==> config.mk <==
export PLATFORM = sky130hd
export DESIGN_NAME = fifo_rd_ptr_empty_flat
export DESIGN_NICKNAME = d
export VERILOG_FILES = /design/src/rtl/fifo_rd_ptr_empty_if.sv /design/src/rtl/fifo_rd_ptr_empty.sv /design/src/flat_wrapper.sv
export SDC_FILE = /design/constraint.sdc
export NUM_CORES = 1
export LEC_CHECK = 0
export CORE_MARGIN = 10
export CORE_UTILIZATION = 40
export DETAILED_ROUTE_END_ITERATION = 10
export PLACE_DENSITY_LB_ADDON = 0.25
export SYNTH_ARGS = -nofsm -noshare
export SYNTH_HDL_FRONTEND = slang
export SYNTH_SLANG_ARGS = --single-unit
==> constraint.sdc <==
create_clock -name clk -period 2.5 [get_ports clk]
set_input_delay 0.375 -clock clk [delete_from_list [all_inputs] [get_ports clk]]
set_output_delay 0.375 -clock clk [all_outputs]
set_load 0.03 [all_outputs]
==> src/rtl/fifo_rd_ptr_empty_if.sv <==
// Read-side bus of the async FIFO read-pointer block: consumer handshake,
// synchronized write pointer in, RAM address / Gray pointer / status flags out.
interface fifo_rd_ptr_empty_if #(
    parameter int ADDR_W = 4
);
    logic              rd_en;
    logic [ADDR_W:0]   rq2_wptr;
    logic [ADDR_W-1:0] rd_addr;
    logic [ADDR_W:0]   rptr_gray;
    logic              empty;
    logic              almost_empty;
    logic              rd_ack;
    logic              underflow;

    modport master (
        output rd_en, rq2_wptr,
        input  rd_addr, rptr_gray, empty, almost_empty, rd_ack, underflow
    );

    modport slave (
        input  rd_en, rq2_wptr,
        output rd_addr, rptr_gray, empty, almost_empty, rd_ack, underflow
    );
endinterface

==> src/rtl/fifo_rd_ptr_empty.sv <==
// Read-domain pointer and empty-flag generator for the async FIFO.
// Define FIFO_ALMOST_EMPTY_EN to build the occupancy-based almost_empty flag.
module fifo_rd_ptr_empty #(
    parameter int ADDR_W    = 4,
    parameter int AE_THRESH = 2
) (
    input logic                clk,
    input logic                rst,
    fifo_rd_ptr_empty_if.slave bus
);
    logic [ADDR_W:0] rbin;
    logic [ADDR_W:0] rbin_next;
    logic [ADDR_W:0] rgray;
    logic [ADDR_W:0] rgray_next;
    logic            empty_q;
    logic            empty_next;
    logic            rd_ack_q;
    logic            underflow_q;
    logic            rd_inc;

    assign rd_inc     = bus.rd_en & ~empty_q;
    assign rbin_next  = rbin + {{ADDR_W{1'b0}}, rd_inc};
    assign rgray_next = rbin_next ^ (rbin_next >> 1);
    // Full-width compare including the wrap bit; uses this cycle's rq2_wptr.
    assign empty_next = (rgray_next == bus.rq2_wptr);

    always_ff @(posedge clk or posedge rst) begin
        if (rst) begin
            rbin        <= '0;
            rgray       <= '0;
            empty_q     <= 1'b1;
            rd_ack_q    <= 1'b0;
            underflow_q <= 1'b0;
        end else begin
            rbin        <= rbin_next;
            rgray       <= rgray_next;
            empty_q     <= empty_next;
            rd_ack_q    <= rd_inc;
            underflow_q <= underflow_q | (bus.rd_en & empty_q);
        end
    end

    // Gray pointer leaves straight from a flop so the write-domain synchronizer sees no glitches.
    assign bus.rd_addr   = rbin[ADDR_W-1:0];
    assign bus.rptr_gray = rgray;
    assign bus.empty     = empty_q;
    assign bus.rd_ack    = rd_ack_q;
    assign bus.underflow = underflow_q;

`ifdef FIFO_ALMOST_EMPTY_EN
    localparam logic [ADDR_W:0] AE_LIMIT = (ADDR_W + 1)'(AE_THRESH);

    logic [ADDR_W:0] wbin;
    logic [ADDR_W:0] level_next;
    logic            almost_empty_q;

    always_comb begin
        wbin         = '0;
        wbin[ADDR_W] = bus.rq2_wptr[ADDR_W];
        for (int i = ADDR_W - 1; i >= 0; i--) begin
            wbin[i] = wbin[i+1] ^ bus.rq2_wptr[i];
        end
    end

    assign level_next = wbin - rbin_next;

    always_ff @(posedge clk or posedge rst) begin
        if (rst) begin
            almost_empty_q <= 1'b1;
        end else begin
            almost_empty_q <= (level_next <= AE_LIMIT);
        end
    end

    assign bus.almost_empty = almost_empty_q;
`else
    assign bus.almost_empty = 1'b0;
`endif

endmodule

==> src/flat_wrapper.sv <==
// flat-port wrapper written by rule: the top's interface ports become plain ports
module fifo_rd_ptr_empty_flat 
#(
    parameter int ADDR_W    = 4,
    parameter int AE_THRESH = 2
)
  (clk, rst, bus_rd_en, bus_rq2_wptr, bus_rd_addr, bus_rptr_gray, bus_empty, bus_almost_empty, bus_rd_ack, bus_underflow);
  fifo_rd_ptr_empty_if #(.ADDR_W(ADDR_W)) bus_i ();
  input logic clk;
  input logic rst;
  input wire logic [$bits(bus_i.rd_en)-1:0] bus_rd_en;
  input wire logic [$bits(bus_i.rq2_wptr)-1:0] bus_rq2_wptr;
  output wire logic [$bits(bus_i.rd_addr)-1:0] bus_rd_addr;
  output wire logic [$bits(bus_i.rptr_gray)-1:0] bus_rptr_gray;
  output wire logic [$bits(bus_i.empty)-1:0] bus_empty;
  output wire logic [$bits(bus_i.almost_empty)-1:0] bus_almost_empty;
  output wire logic [$bits(bus_i.rd_ack)-1:0] bus_rd_ack;
  output wire logic [$bits(bus_i.underflow)-1:0] bus_underflow;
  assign bus_i.rd_en = bus_rd_en;
  assign bus_i.rq2_wptr = bus_rq2_wptr;
  assign bus_rd_addr = bus_i.rd_addr;
  assign bus_rptr_gray = bus_i.rptr_gray;
  assign bus_empty = bus_i.empty;
  assign bus_almost_empty = bus_i.almost_empty;
  assign bus_rd_ack = bus_i.rd_ack;
  assign bus_underflow = bus_i.underflow;
  fifo_rd_ptr_empty #(.ADDR_W(ADDR_W), .AE_THRESH(AE_THRESH)) u_core (.clk(clk), .rst(rst), .bus(bus_i));
endmodule
Word level (Yosys, flattened, before mapping). Cells that the tools add are included. W data, S select, Z words.

Eq/ne operators: 1. Add/sub/neg operators: 1. Bitwise logic cells: 5.

Operators with widths (number): $add A5 B1 Y5 (1); $eq A5 B5 Y1 (1); $xor A5 B4 Y5 (1); $and A1 B1 Y1 (2); $not A1 Y1 (1); $or A1 B1 Y1 (1).

Output and inout bits: 13. Register bits after elaboration: 13. Word-level logic and storage cells: 12. Bits of input ports: 8.

Logic depth before layout (Yosys ltp). Gate-level depths: netlist (run 1).

Depth after elaboration: 5. Gate-level depth with buffers: 7. Gate-level depth less buffers: 7.

Worst setup path after synthesis (run 1). No wires, ideal clock.

Path kind: flip-flop to flip-flop. From: register u_core.empty_q (netlist: u_core.bus.empty). To: register u_core.empty_q (netlist: u_core.bus.empty). Cell stages (with the launch flop): 8. Clock period less this slack: 2.153 ns. Path slack: 0.347 ns. Library setup time: 0.088 ns. Arrival time: 2.065 ns. Path through: dfstp_2 nor2b_1 ha_1 ha_1 xor2_1 xor2_1 or3_1 a221oi_2.

Cells in the longest elaborated chain, start to end: 5.

Ends and longest elaborated chain: start: declaration (line fifo_rd_ptr_empty.sv:15) `logic empty_q;`; start signal: assignment (line fifo_rd_ptr_empty.sv:37) `empty_q <= empty_next;`; $not A1 Y1 (line fifo_rd_ptr_empty.sv:21) `assign rd_inc = bus.rd_en & ~empty_q;`; $and A1 B1 Y1 (line fifo_rd_ptr_empty.sv:21); via u_core.rd_inc (line fifo_rd_ptr_empty.sv:19) `logic rd_inc;`; $add A5 B1 Y5 (line fifo_rd_ptr_empty.sv:22) `assign rbin_next = rbin + {{ADDR_W{1'b0}}, rd_inc};`; via u_core.rbin_next[2] (line fifo_rd_ptr_empty.sv:12) `logic [ADDR_W:0] rbin_next;`; $xor A5 B4 Y5 (line fifo_rd_ptr_empty.sv:23) `assign rgray_next = rbin_next ^ (rbin_next >> 1);`; $eq A5 B5 Y1 (line fifo_rd_ptr_empty.sv:25) `assign empty_next = (rgray_next == bus.rq2_wptr);`; via u_core.empty_next (line fifo_rd_ptr_empty.sv:16) `logic empty_next;`.

The timed path passes the listed nets, and every way through them passes these cells.

Worst setup path after layout (run 1).
From: input port bus_rd_en. To: register u_core.empty_q (netlist: u_core.bus.empty).

Cells in the longest elaborated chain, start to end: 4.

Ends and longest elaborated chain: start: declaration (line flat_wrapper.sv:11) `input wire logic [$bits(bus_i.rd_en)-1:0] bus_rd_en;`; $and A1 B1 Y1 (line fifo_rd_ptr_empty.sv:21); via u_core.rd_inc (line fifo_rd_ptr_empty.sv:19); $add A5 B1 Y5 (line fifo_rd_ptr_empty.sv:22); via u_core.rbin_next[2] (line fifo_rd_ptr_empty.sv:12); $xor A5 B4 Y5 (line fifo_rd_ptr_empty.sv:23); $eq A5 B5 Y1 (line fifo_rd_ptr_empty.sv:25); via u_core.empty_next (line fifo_rd_ptr_empty.sv:16).

The timed path passes the listed nets, and every way through them passes these cells.

==> results of run 1 <==
[logic make-up (layout without fill, tap and decap cells)]
family	after synthesis	after routing	share of synthesized area
AO/OA/AOI/OAI	3	3	0.0558
XOR/XNOR	12	12	0.223
adder cells (fa/ha/maj)	2	2	0.0465
buffers and inverters	4	30	0.0349
flip-flops	12	12	0.560
other	1	1	0.00697
AND/OR/NAND/NOR	7	7	0.0721
[layout make-up]
type,count,area (um2),share of cell area
well taps,15,18.8,0.0233
repair buffers,23,220,0.273
clock buffers,4,36.3,0.0450
multi-input cells,25,218,0.270
flip-flops and latches,12,302,0.374
inverters,3,11.3,0.0140
[worst paths after layout]
kind                                       from              endpoint  slack (ns)  cells after the start
setup reg to reg               u_core.bus.empty      u_core.bus.empty        0.42                      7
hold / removal                              rst  u_core.bus.underflow        0.42                      2
max in group asynchronous                   rst      u_core.bus.empty        1.74                      2
setup / recovery                      bus_rd_en      u_core.bus.empty        0.25                      8
min in group clk           u_core.bus.underflow  u_core.bus.underflow        0.48                      1
hold reg to reg            u_core.bus.underflow  u_core.bus.underflow        0.48                      1
[power breakdown]
part,internal (mW),switching [mW]
registers,0.295,0.0622
clock network,0.0883,0.0608
logic,0.365,0.405
total,0.749,0.528
[state kept, by name, indices dropped and copies added, names as in the netlist]
register and count:
u_core.rbin 5, u_core.bus.rd_ack 1, u_core.bus.rptr_gray 4, u_core.bus.underflow 1, u_core.bus.empty 1
[cell usage after synthesis (2+ instances only)]
cell type / number / area share
inv_1: 2 / 0.014
or3_1: 2 / 0.023
ha_1: 2 / 0.047
xnor2_1: 4 / 0.065
xor2_1: 7 / 0.11
nand3_1: 4 / 0.037
dfrtp_1: 11 / 0.51
[routing by layer]
metal | GRT usage | part of all wire
met1 | 0.0748 | 0.41
met2 | 0.105 | 0.48
met3 | 0.0427 | 0.11
met4 | 0.0206 | 0
met5 | 0 | 0
[per-stage QoR]
step	cells	utilization	setup WS (ns)
CTS	82	0.627	0.251
global placement	78	0.599	0.00928
detailed placement	78	0.599	-0.00739
floorplan	41	-	0.347
global route	82	0.627	0.123
finish	82	0.627	0.248
==> run metrics, run 1 <==
Clock Skew 0.00637 ns; ratio of cells with drive above 1 in the final layout 0.149; Synth Warn # 0; H-tree depth 1; max incr delay on CP 0.47 ns; largest net degree at the start of global routing 13; Max Slew Vio Count 0; WL/cell 12.9 um; initial antenna violation count 0; Cell Rows 13; count of cell types in the netlist 16; Final #Nets around 80; ys async rst share 1.00; worst ir drop on vdd 0.827 mV; WHS between 0.4 and 0.5 ns; sequential area share after synthesis 0.560; Placer Congestion 0.744; Yosys reg bits 12; Min-Delay Path Class input port to async pin; EDFF count, synth 0; vias per cell 4.54; cts repair resizes 0; Initial Util 0.419; nature of the critical path endpoint register; P_leak approximately 0.36 nW; CTS max path bufs 2; RSZ-0062 raised after global routing false; DRC 0; Root Driver clkbuf_4; crit start category input port; first-pass GRT wire length 1770 um; DRT Wirelength 1050 um; Power, Total 1.28 mW; Setup Crit Path Kind input port to register; Die Ht 56.7 um; Final Hold Vio Count 0; CTS tree yes; minimum clock period 2.25 ns; Clk Latency, worst-skew pair 0.26 ns; layout overhead on the synthesized area 49.8%; CTS Buf Count 3; Max Cap Violations 0; Setup Buffers After CTS 0; crit path max fanout 3; Final Cycle Share 0.901; Pre-antenna DRT Iters 1; syn_area_per_cell 13.1 um2; core outline area 1280 um2; GRT Overall Usage 0.0680; Antenna Diode Count 0; die area about 3200 um2; Most used DFF post-synth dfrtp_1; PD cells 1580 nW/um2; Die Width 56.7 um; WP buf/inv 1; status finished, final reports clean; Placed Area around 770 um2; routed via count 372; Setup violations, final 0; CP max-delay cell clkdlybuf4s50_1; Routed Antenna Nets 0; commonest non-fill, non-tap cells in the layout clkdlybuf4s50_1, dfrtp_1, xor2_1; net count after synthesis about 50; worst path required time 2.68 ns; setup TNS 0 ns; gr ovfl total 0; post-route design area slightly above 800 um2; WP data arrival around 2.4 ns; Sink Count 12; Fill cells 120; clock-pin slew on the worst setup and hold paths 0.08 ns; cells after synthesis around 40; DRT iter0 DRCs 0; ordered list of cells on the worst path clkdlybuf4s50_1 > nor2b_1 > ha_1 > ha_1 > xor2_1 > xor2_1 > or3_1 > a221oi_2; vias in the first global route 379; Hold-fix buffers, CTS 0; Achievable Freq around 440 MHz; port bufs 19; IO Pins 21; leading cell type in the layout, fill and taps excluded clkdlybuf4s50_1; Post-Syn Area 538 um2; CP top delay family simple AND/OR/NAND/NOR gates
No activity file was read; power rests on OpenSTA's default activity.
==> run 2, diff against run 1 <==
- SLEW_MARGIN: default -> 20
==> results of run 2 <==
Final layout, timing and power as in run 1 (identical DEF).
